File: src/rtl/mul_share_arbiter.sv
// Round-robin sharing of one iterative val/rdy multiplier among NREQ requesters.
// One operation in flight; the product is routed back to the requester that issued it.

module mul_share_lane #(
    parameter int IW  = 2,
    parameter int IDX = 0
) (
    input  logic [IW-1:0] grant,
    input  logic [IW-1:0] owner,
    input  logic          grant_en,
    input  logic          resp_en,
    output logic          req_rdy,
    output logic          resp_val
);
    assign req_rdy  = grant_en && (grant == IW'(IDX));
    assign resp_val = resp_en && (owner == IW'(IDX));
endmodule

module mul_share_arbiter #(
    parameter int N    = 6,
    parameter int NREQ = 4,
    parameter int IW   = $clog2(NREQ)
) (
    input  logic              clk,
    input  logic              rst_n,
    input  logic [NREQ-1:0]   req_val,
    output logic [NREQ-1:0]   req_rdy,
    input  logic [NREQ*N-1:0] req_a,
    input  logic [NREQ*N-1:0] req_b,
    output logic [NREQ-1:0]   resp_val,
    input  logic [NREQ-1:0]   resp_rdy,
    output logic [N-1:0]      resp_c,
    output logic              mul_recv_val,
    input  logic              mul_recv_rdy,
    output logic [N-1:0]      mul_a,
    output logic [N-1:0]      mul_b,
    input  logic              mul_send_val,
    output logic              mul_send_rdy,
    input  logic [N-1:0]      mul_c,
    output logic              busy,
    output logic [IW-1:0]     owner
);
    typedef enum logic [1:0] {IDLE, ISSUE, WAIT, RESP} state_t;

    state_t        state, state_nx;
    logic [IW-1:0] ptr, g, idx;
    logic          any, accept, grant_en, resp_en;
    logic [N-1:0]  a_r, b_r, c_r;

    // Scan downward so the index closest to ptr is the last (winning) assignment.
    always_comb begin
        g   = '0;
        idx = '0;
        any = 1'b0;
        for (int k = NREQ - 1; k >= 0; k--) begin
            idx = IW'((int'(ptr) + k) % NREQ);
            if (req_val[idx]) begin
                g   = idx;
                any = 1'b1;
            end
        end
    end

    always_ff @(posedge clk or negedge rst_n) begin
        if (!rst_n) state <= IDLE;
        else        state <= state_nx;
    end

    always_comb begin
        state_nx     = state;
        busy         = 1'b1;
        accept       = 1'b0;
        mul_recv_val = 1'b0;
        mul_send_rdy = 1'b0;
        resp_en      = 1'b0;
        case (state)
            IDLE: begin
                busy   = 1'b0;
                accept = any;
                if (any) state_nx = ISSUE;
            end
            ISSUE: begin
                mul_recv_val = 1'b1;
                if (mul_recv_rdy) state_nx = WAIT;
            end
            WAIT: begin
                mul_send_rdy = 1'b1;
                if (mul_send_val) state_nx = RESP;
            end
            RESP: begin
                resp_en = 1'b1;
                if (resp_rdy[owner]) state_nx = IDLE;
            end
            default: state_nx = IDLE;
        endcase
    end

    // req_rdy is combinational from req_val; gate it so it reads 0 while held in reset.
    assign grant_en = accept && rst_n;

    always_ff @(posedge clk or negedge rst_n) begin
        if (!rst_n) begin
            ptr   <= '0;
            owner <= '0;
            a_r   <= '0;
            b_r   <= '0;
            c_r   <= '0;
        end else begin
            if (accept) begin
                a_r   <= req_a[g*N +: N];
                b_r   <= req_b[g*N +: N];
                owner <= g;
                ptr   <= IW'((int'(g) + 1) % NREQ);
            end
            if (state == WAIT && mul_send_val) c_r <= mul_c;
        end
    end

    assign mul_a  = a_r;
    assign mul_b  = b_r;
    assign resp_c = c_r;

    for (genvar i = 0; i < NREQ; i++) begin : g_lane
        mul_share_lane #(.IW(IW), .IDX(i)) u_lane (
            .grant    (g),
            .owner    (owner),
            .grant_en (grant_en),
            .resp_en  (resp_en),
            .req_rdy  (req_rdy[i]),
            .resp_val (resp_val[i])
        );
    end
endmodule
File: config.mk
export PLATFORM = sky130hd
export DESIGN_NAME = mul_share_arbiter
export DESIGN_NICKNAME = d
export VERILOG_FILES = /design/src/rtl/mul_share_arbiter.sv
export SDC_FILE = /design/constraint.sdc
export NUM_CORES = 1
export LEC_CHECK = 0
export CAP_MARGIN = 15
export CORE_MARGIN = 8
export CORE_UTILIZATION = 38
export CTS_CLUSTER_DIAMETER = 60
export DETAILED_ROUTE_END_ITERATION = 6
export PLACE_DENSITY = 0.82
export SYNTH_ARGS = -nofsm -noshare
export SYNTH_HDL_FRONTEND = slang
export SYNTH_SLANG_ARGS = --single-unit
File: constraint.sdc
create_clock -name clk -period 2.6 [get_ports clk]
set_input_delay 0.65 -clock clk [delete_from_list [all_inputs] [get_ports clk]]
set_output_delay 0.65 -clock clk [all_outputs]
set_load 0.02 [all_outputs]
Word-level counts from Yosys, hierarchy flattened
Cells that the tools add are included.
- flip-flop bits (word level): 24
- input port bits: 66
- logic and storage cells: 73
- add/sub/neg operators: 4
- $mul: 1
- magnitude comparators: 5
- eq/ne operators: 13
- shifts and indexed selects: 2
- multiplexer cells: 28
- reductions and logical operators: 14
- operators with widths (cell ; count):
    $shiftx 24x6->6 ; 2
    $mux 2 ; 8
    $lt 2x3->1 const B ; 5
    $mux 1 ; 14
    $eq 2x2->1 const B ; 6
    $bmux 1 s2 ; 5
    $logic_and 1x1->1 ; 10
    $ne 2x2->1 const B ; 4
    $pmux 2 s4 ; 1
    $eq 2x1->1 const B ; 3
    $logic_not 2->1 ; 3
    $add 2x1->2 const B ; 2
    $add 2x2->2 const B ; 2
    $mul 2x2->4 const B ; 1
    $reduce_and 4->1 ; 1

Longest topological paths before layout
Gate-level depths: netlist (run 1).
- word-level depth: 10
- gate-level depth with buffers: 7

By module
From an unflattened synthesis (run 1), not the netlist that was laid out.
- cells, all modules: 164
- area total of the unflattened synthesis: 1604.0 µm²
- modules (own cells, without submodules) (module ; times used ; cells an instance ; area each (µm²) ; seq. area each (µm²)):
    mul_share_arbiter ; 1 ; 156 ; 1531.5 ; 600.6
    mul_share_lane at g_lane[1].u_lane ... ; 2 ; 2 ; 17.5 ; 0.0
    mul_share_lane at g_lane[0].u_lane ; 1 ; 2 ; 25.0 ; 0.0
    mul_share_lane at g_lane[3].u_lane ; 1 ; 2 ; 12.5 ; 0.0

Least setup slack after synthesis (run 1)
Ideal clock, no wire load.
- path type: input to output
- start: in req_val[1]
- end: out req_rdy[0]
- arrival: 1.581 ns
- data required time: 1.950 ns
- slack: 0.369 ns
- stages: 5
- path buffers: 1
- cell sequence: nand2b_1 > a21oi_2 > o32a_2 > nor3b_1 > buf_4
- cells in the longest elaborated chain, start to end: 9
- RTL lines (what ; line ; RTL):
    start, declared ; 26 ; input logic [NREQ-1:0] req_val,
    $bmux 1 s2 ; 57 ; if (req_val[idx]) begin
    $mux 1 (not written as such) ; 57 ;
    $mux 1 (4 in a row) ; 57 ;
    $mux 1 ; 76 ; case (state)
    $logic_and 1x1->1 ; 99 ; assign grant_en = accept && rst_n;
    $logic_and 1x1->1 * ; 15 ; assign req_rdy = grant_en && (grant == IW'(IDX));
    end, declared ; 27 ; output logic [NREQ-1:0] req_rdy,
Every way passes the cells marked *; elsewhere a longest branch is shown, timed or not. The select of a mux whose other input is x is not followed.

Worst setup path in the final report (run 1)
- start: in req_val[2]
- end: out req_rdy[0]
Same word-level chain as after synthesis.

==> results.md, run 1 <==
- Antenna violations before repair: 0
- Critical Path AT: 1880 ps
- Post-Route Setup TNS: 0 ps
- Number of I/O pins: 97
- Slew Limit Fails: 0
- GRT overflow: 0
- Static Leak: between 1 and 1.5 nW
- Yosys cell types: 32
- CP max FO: 3
- Seq pwr share: 23.9%
- Post-DRT Antenna Nets: 0
- CTS root buf: clkbuf_8
- Critical path type: input pin to output port
- Post-synthesis net count: 215
- Adder-cell share of the synthesized area: 3.02%
- H-tree levels: 1
- Sequential area share after synthesis: 36.2%
- Number of fill cells: 383
- P&R area growth vs syn: 67.9%
- CTS buffer count: 3
- Clock sink count: 24
- Post-synth ARST share: 100%
- Flop and latch count out of synthesis: 24
- I/O Buffers: 96
- DRC: 0
- Final hold vios: 0
- Total core area: 4290 µm²
- Internal: 0.00169 W
- Post-synth EDFFs: 0
- Xor/xnor share of the synthesized area: 0.528%
- Ant diodes: 0
- Initial Utilization: roughly two fifths
- Via count: 1477
- Max Cap Violations: 0
- Synth area leaders: dfrtp_1 36%, mux2i_1 14%, o221ai_2 10%
- Pin count of the biggest net entering global routing: 25
- Switch Pwr: ~0.0012 W
- Status: finished, final reports clean
- Placed cell area: approximately 2700 µm²
- Most common flop cell mapped by yosys: dfrtp_1
- Hold-fix buffers at CTS: 0
- Skew-Pair Late Insertion Delay: ~270 ps
- DRT iter0 DRCs: 33
- Clock skew: 7.30 ps
- Die H: 82.1 µm
- CP required: approximately 2000 ps
- Drt first pass iters: 4
- Routed WL: 4840 µm
- Die W: ~80 µm
- Combinational Power Share: 64.5%
- Tcrit/Tclk final: 97.3%
- First-pass GRT wire length: 7940 µm
- Critical Path Source Type: input pin
- Hold path depth: 2
- Largest area contributor in the netlist: dfrtp_1
- Min cycle time layout: 2530 ps
- Net Sw Frac: 40.7%
- Cell Rows: 24
- R2r setup slk: 760 ps
- TritonCTS clock tree: built
- Mapped Area: 1660 µm²
- Multiplexer share of the synthesized area: 19.9%
- Hold Path Class: flip-flop to flip-flop
- Synth Instances: 145
- Overall track demand over capacity in global routing: between 10% and 20%
- PwrDens: 1030 nW/µm²
- GPL Wtd Cong: about 0.79
- Yosys warns: 0
- Final HPWL DP: slightly below 4000 µm
- Drt wl/cell: 16.2 µm
- Largest family of logic cells by synthesized area: multiplexers
- Syn avg cell area: 11.4 µm²
- Net count, final: 318
- Post-synthesis compound-gate area fraction: 17.6%
- Worst vdd ir: ~0.42 mV
- Top-area cell type share of the netlist area: 36.2%
- Worst Max-Slew Pin Slew: 366 ps
- RSZ-0062 raised after global routing: no
- Vias in the first global route: 1730
- Total power: between 0.002 and 0.003 W
- CP endpoint kind: output port
- Clock Tree Buf Depth: 2
- Max-slew headroom: 75.5%
- Reg clk slew, reported paths: ~90 ps
- Final Instance Area: 2790 µm²
- Reg2Reg Depth: 6
- Final setup violation count: 0
- Simple-Gate Fraction of Synth Area: approximately 13%
- Clock share of power: 11.6%
- Via density: 4.94
- Fmax: between 300 and 400 MHz
- Die area: about 6700 µm²
- Layout cells sized above 1: 23.5%
placed cells by master, fill, tap and decap left out, types with 3 or more instances in the layout:
master / netlist / final
mux2_2: 6 / 6
buf_4: 9 / 19
ha_1: 4 / 4
clkdlybuf4s50_1: 0 / 87
nor2_1: 4 / 4
mux2i_1: 24 / 24
o221ai_2: 11 / 11
inv_1: 5 / 5
dfrtp_1: 24 / 24
dlygate4sd2_1: 0 / 3
nand2_1: 19 / 19
clkbuf_8: 0 / 3
nand2b_1: 4 / 3
power by group through the flow:
stage | combinational (W) | clock (W) | sequential, W
floorplan | 0.000980 | 0 | 0.000876
global placement | 0.00181 | 0 | 0.000682
detailed placement | 0.00184 | 0 | 0.000692
CTS | 0.00186 | 0.000337 | 0.000686
global route | 0.00200 | 0.000352 | 0.000714
finish | 0.00184 | 0.000331 | 0.000684
per-stage QoR:
| step | hold WS (ps) | worst slack (ps) | util, % | std cells |
|---|---|---|---|---|
| after global placement | 471 | -580 | 62.4 | 295 |
| after detailed placement | 474 | -604 | 62.4 | 295 |
| after floorplan | 354 | 369 | - | 145 |
| after global routing | 513 | 0.915 | 64.9 | 299 |
| after CTS | 495 | 85.1 | 64.5 | 299 |
| final | 495 | 69.5 | 64.9 | 299 |
worst paths after layout:
check / endpoint / start
setup reg to reg: mul_b[1] / ptr[0]
hold / removal: mul_b[5] / mul_b[5]
min in group asynchronous: mul_b[4] / rst_n
hold reg to reg: mul_b[5] / mul_b[5]
setup / recovery: req_rdy[0] / req_val[2]
max in group asynchronous: mul_b[0] / rst_n
state kept, by name (all words and copies together) (netlist names):
signal	count
mul_a	6
mul_b	6
resp_c	6
owner	2
ptr	2
state	2
cell usage after synthesis, types with 2 or more instances:
library cell,instances
dfrtp_1,24
mux2i_1,24
nand2_1,19
o221ai_2,11
buf_4,9
mux2_2,6
buf_6,5
inv_1,5
ha_1,4
nand2b_1,4
nor2_1,4
nor3_1,3
nor3b_1,3
o21ai_1,3
a21o_1,2
a21oi_2,2
o221ai_1,2
per-layer routing:
layer / vias to the layer above / routed length [µm] / GRT usage [%]
li1: 723 / - / -
met5: - / 0 / 0
met3: 4 / 532 / 6.13
met4: 0 / 40 / 2.81
met2: 60 / 2400 / 27.0
met1: 690 / 1870 / 15.5
cell families after synthesis:
group / count (synthesis)
mux: 31
compound gates: 24
xor+xnor: 1
buf+inv: 20
flops: 24
fa+ha+maj: 4
simple gates: 41
worst max-delay path, stage by stage:
cell           delay (ps)
dlygate4sd2_1         320
and2b_4               220
o32a_4                340
nor3b_2               190
buf_4                 170
final cells by class:
class                           instances  area [µm²]  area share [%]
Clock inverter                          1        30.0            1.08
Clock buffer                            3        41.3            1.48
Sequential cell                        24         601            21.6
Multi-Input combinational cell        101         951            34.1
Inverter                                5        18.8           0.674
Timing Repair Buffer                  113        1080            38.7
Tap cell                               52        65.1            2.34
timing repair:
item / 4_1_cts / 5_1_grt
gates resized for setup: 31 / 6
setup endpoints to repair: 4 / 4
buffers inserted: 0 / 0
(Power assumes the default switching activity.)
==> run 2: changes to the inputs <==
--- a/config.mk
+++ b/config.mk
@@ -5,12 +5,12 @@
 export SDC_FILE = /design/constraint.sdc
 export NUM_CORES = 1
 export LEC_CHECK = 0
+export ABC_CLOCK_PERIOD_IN_PS = 3250
 export CAP_MARGIN = 15
-export CORE_MARGIN = 8
-export CORE_UTILIZATION = 38
+export CORE_UTILIZATION = 40
 export CTS_CLUSTER_DIAMETER = 60
 export DETAILED_ROUTE_END_ITERATION = 6
-export PLACE_DENSITY = 0.82
+export PLACE_DENSITY = 0.85
 export SYNTH_ARGS = -nofsm -noshare
 export SYNTH_HDL_FRONTEND = slang
 export SYNTH_SLANG_ARGS = --single-unit
==> constraint.sdc (replaced) <==
create_clock -name clk -period 3.25 [get_ports clk]
set_input_delay 0.8125 -clock clk [delete_from_list [all_inputs] [get_ports clk]]
set_output_delay 0.8125 -clock clk [all_outputs]
set_load 0.02 [all_outputs]
==> run 2 against run 1 <==
Compared with the run above:
- non-clock buffer count is 2 lower
- hold slack gained 1.6 ps
- sequential cell count unchanged
- cell area down 2.4%
- first-iteration DRC count is 30% higher
- global-route usage up 4.9 points
- sequential power decreased by 18%
- sequential share of layout area increased by 0.53 points
- critical path depth grew 2
- cell count down 1.3%
- critical path type unchanged
- highest routed layer unchanged
==> results.md, run 2 (synthesis results as in run 1) <==
- GRT overflow: 0 (unchanged)
- Final HPWL DP: 3260 µm (-17%)
- H-tree levels: 1 (unchanged)
- Final hold vios: 0 (unchanged)
- PwrDens: 817 nW/µm² (-20%)
- Post-DRT Antenna Nets: 0 (unchanged)
- Initial Utilization: 41.5% (+2.8 points)
- Total core area: 4000 µm² (-6.8%)
- Antenna violations before repair: 0 (unchanged)
- Min-Delay Endpoint: mul_a[1]
- Worst vdd ir: 0.557 mV (+31%)
- Hold Path Class: flip-flop to flip-flop
- Max Cap Violations: 0 (unchanged)
- Final setup violation count: 0 (unchanged)
- Drt first pass iters: 6 (+2)
- Clock Tree Buf Depth: 2 (unchanged)
- Fmax: 314 MHz
- Via count: 1479 (+0.14%)
- DRC: 0 (unchanged)
- CTS buffer count: 3 (unchanged)
- Static Leak: 1.18 nW (-3.8%)
- CP endpoint kind: output port
- HP Start: mul_a[1]
- GPL Wtd Cong: 0.745 (-6.2%)
- Pin count of the biggest net entering global routing: 25 (unchanged)
- Die area: 4410 µm² (-35%)
- TritonCTS clock tree: built
- Clock skew: 6.37 ps (-0.932 ps)
- Critical path type: input pin to output port
- Die H: 66.4 µm (-19%)
- Reg2Reg Depth: 6 (unchanged)
- Layout cells sized above 1: 20.0% (-3.5 points)
- Net count, final: 316 (-0.63%)
- DRT iter0 DRCs: 43 (+30%)
- Tcrit/Tclk final: a little over nine tenths
- Drt wl/cell: 13.8 µm (-15%)
- I/O Buffers: 96 (unchanged)
- Skew-Pair Late Insertion Delay: 260 ps (about the same)
- Post-Place Worst Slack: -261 ps (+343 ps)
- Slew Limit Fails: 0 (unchanged)
- CP required: 2440 ps (+490 ps)
- Min cycle time layout: 3180 ps
- Reg2reg start: ptr[0]
- Die W: 66.4 µm (-19%)
- RSZ-0062 raised after global routing: no
- Critical Path AT: 2370 ps (+490 ps)
- First-pass GRT wire length: 6520 µm (-18%)
- Vias in the first global route: 1439 (-17%)
- Worst Max-Slew Pin Slew: 386 ps (+19.6 ps)
- R2r setup slk: 1360 ps (+600 ps)
- Overall track demand over capacity in global routing: 19.6% (+4.9 points)
- Number of I/O pins: 97 (unchanged)
- Number of fill cells: 315 (-18%)
- Max-slew headroom: 74.3% (-1.2 points)
- Clock sink count: 24 (unchanged)
- Ant diodes: 0 (unchanged)
- Most frequent cells in the layout: 92 x clkdlybuf4s50_1, 24 x mux2i_1, 24 x dfrtp_1
- P&R area growth vs syn: 63.9%
- Reg2Reg Capture Point: mul_a[5]
- Cell Rows: 23 (-4.2%)
- Hold-fix buffers at CTS: 0 (unchanged)
- Via density: 5.01 (+1.5%)
- Status: finished, final reports clean
- Routed WL: 4070 µm (-16%)
- PnR worst setup slack: 68.9 ps (-0.572 ps)
- Hold path depth: 2 (unchanged)
- Worst Hold Slack: 497 ps (+1.63 ps)
- Critical Path Source Type: input pin
- Reg clk slew, reported paths: 90 ps (about the same)
- Commonest non-fill, non-tap cell in the layout: clkdlybuf4s50_1
- CTS root buf: clkbuf_8
- CP max FO: 4 (+1)
[run 2: cell types whose count changed in the layout (fill, tap and decap cells not counted), moves of 2 or more]
cell / previous run / this run
nor3b_2: 2 / 0
dlygate4sd2_1: 3 / 1
buf_4: 19 / 15
nor3b_1: 1 / 3
clkdlybuf4s50_1: 87 / 92
clkbuf_2: 0 / 2
[run 2: area by class of cell]
| class | instances | area (µm²) | share of cell area, % |
|---|---|---|---|
| Clock inverter | 1 | 30.0 | 1.10 |
| Sequential cell | 24 | 601 | 22.1 |
| Clock buffer | 3 | 41.3 | 1.52 |
| Tap cell | 50 | 62.6 | 2.30 |
| Multi-Input combinational cell | 101 | 905 | 33.3 |
| Timing Repair Buffer | 111 | 1060 | 39.0 |
| Inverter | 5 | 18.8 | 0.690 |
[run 2: through the flow]
step | TNS [ps] | total power [W] | cells | util (%) | cell area [µm²]
6_report | 0 | 0.00222 | 295 | 68.0 | 2720
4_1_cts | 0 | 0.00225 | 295 | 68.2 | 2730
3_5_place_dp | -918 | 0.00199 | 291 | 66.5 | 2660
5_1_grt | 0 | 0.00238 | 295 | 68.0 | 2720
3_3_place_gp | -850 | 0.00195 | 291 | 66.5 | 2660
2_1_floorplan | 0 | 0.00148 | 145 | - | 1660
[run 2: critical path, cell delays in order]
cell and delay [ps]:
clkdlybuf4s50_1 480, buf_4 170, nor4_2 310, nor2_2 70, nand2_1 140, nor3_1 60
dlygate4sd2_1 320
[run 2: worst max path at each step]
stage	slack (ps)	startpoint	end
floorplan	690	req_val[1]	req_rdy[0]
global placement	-250	req_val[1]	req_rdy[0]
detailed placement	-260	req_val[1]	req_rdy[0]
CTS	9	req_val[1]	req_rdy[0]
global route	0.7	req_val[2]	req_rdy[3]
finish	70	req_val[0]	req_rdy[3]
[run 2: power by group]
group / switching, W / total (W) / leakage, nW / internal [W]
sequential: 0.000113 / 0.000564 / 0.291 / 0.000451
clock: 0.0000920 / 0.000256 / 0.0357 / 0.000164
combinational: 0.000692 / 0.00140 / 0.848 / 0.000708
total: 0.000897 / 0.00222 / 1.18 / 0.00132
[run 2: what timing repair did]
item	4_1_cts	5_1_grt
endpoints found under the hold margin	0	0
endpoints found under the setup margin	4	3
buffers inserted	0	0
resized for setup	4	8
[run 2: per-layer routing]
layer / GRT usage [%] / wire (µm) / share of wire (%)
met5: 0 / 0 / 0
met3: 4.48 / 319 / 7.8
met2: 33.5 / 2040 / 50
met4: 5.85 / 29 / 0.71
met1: 24.4 / 1680 / 41
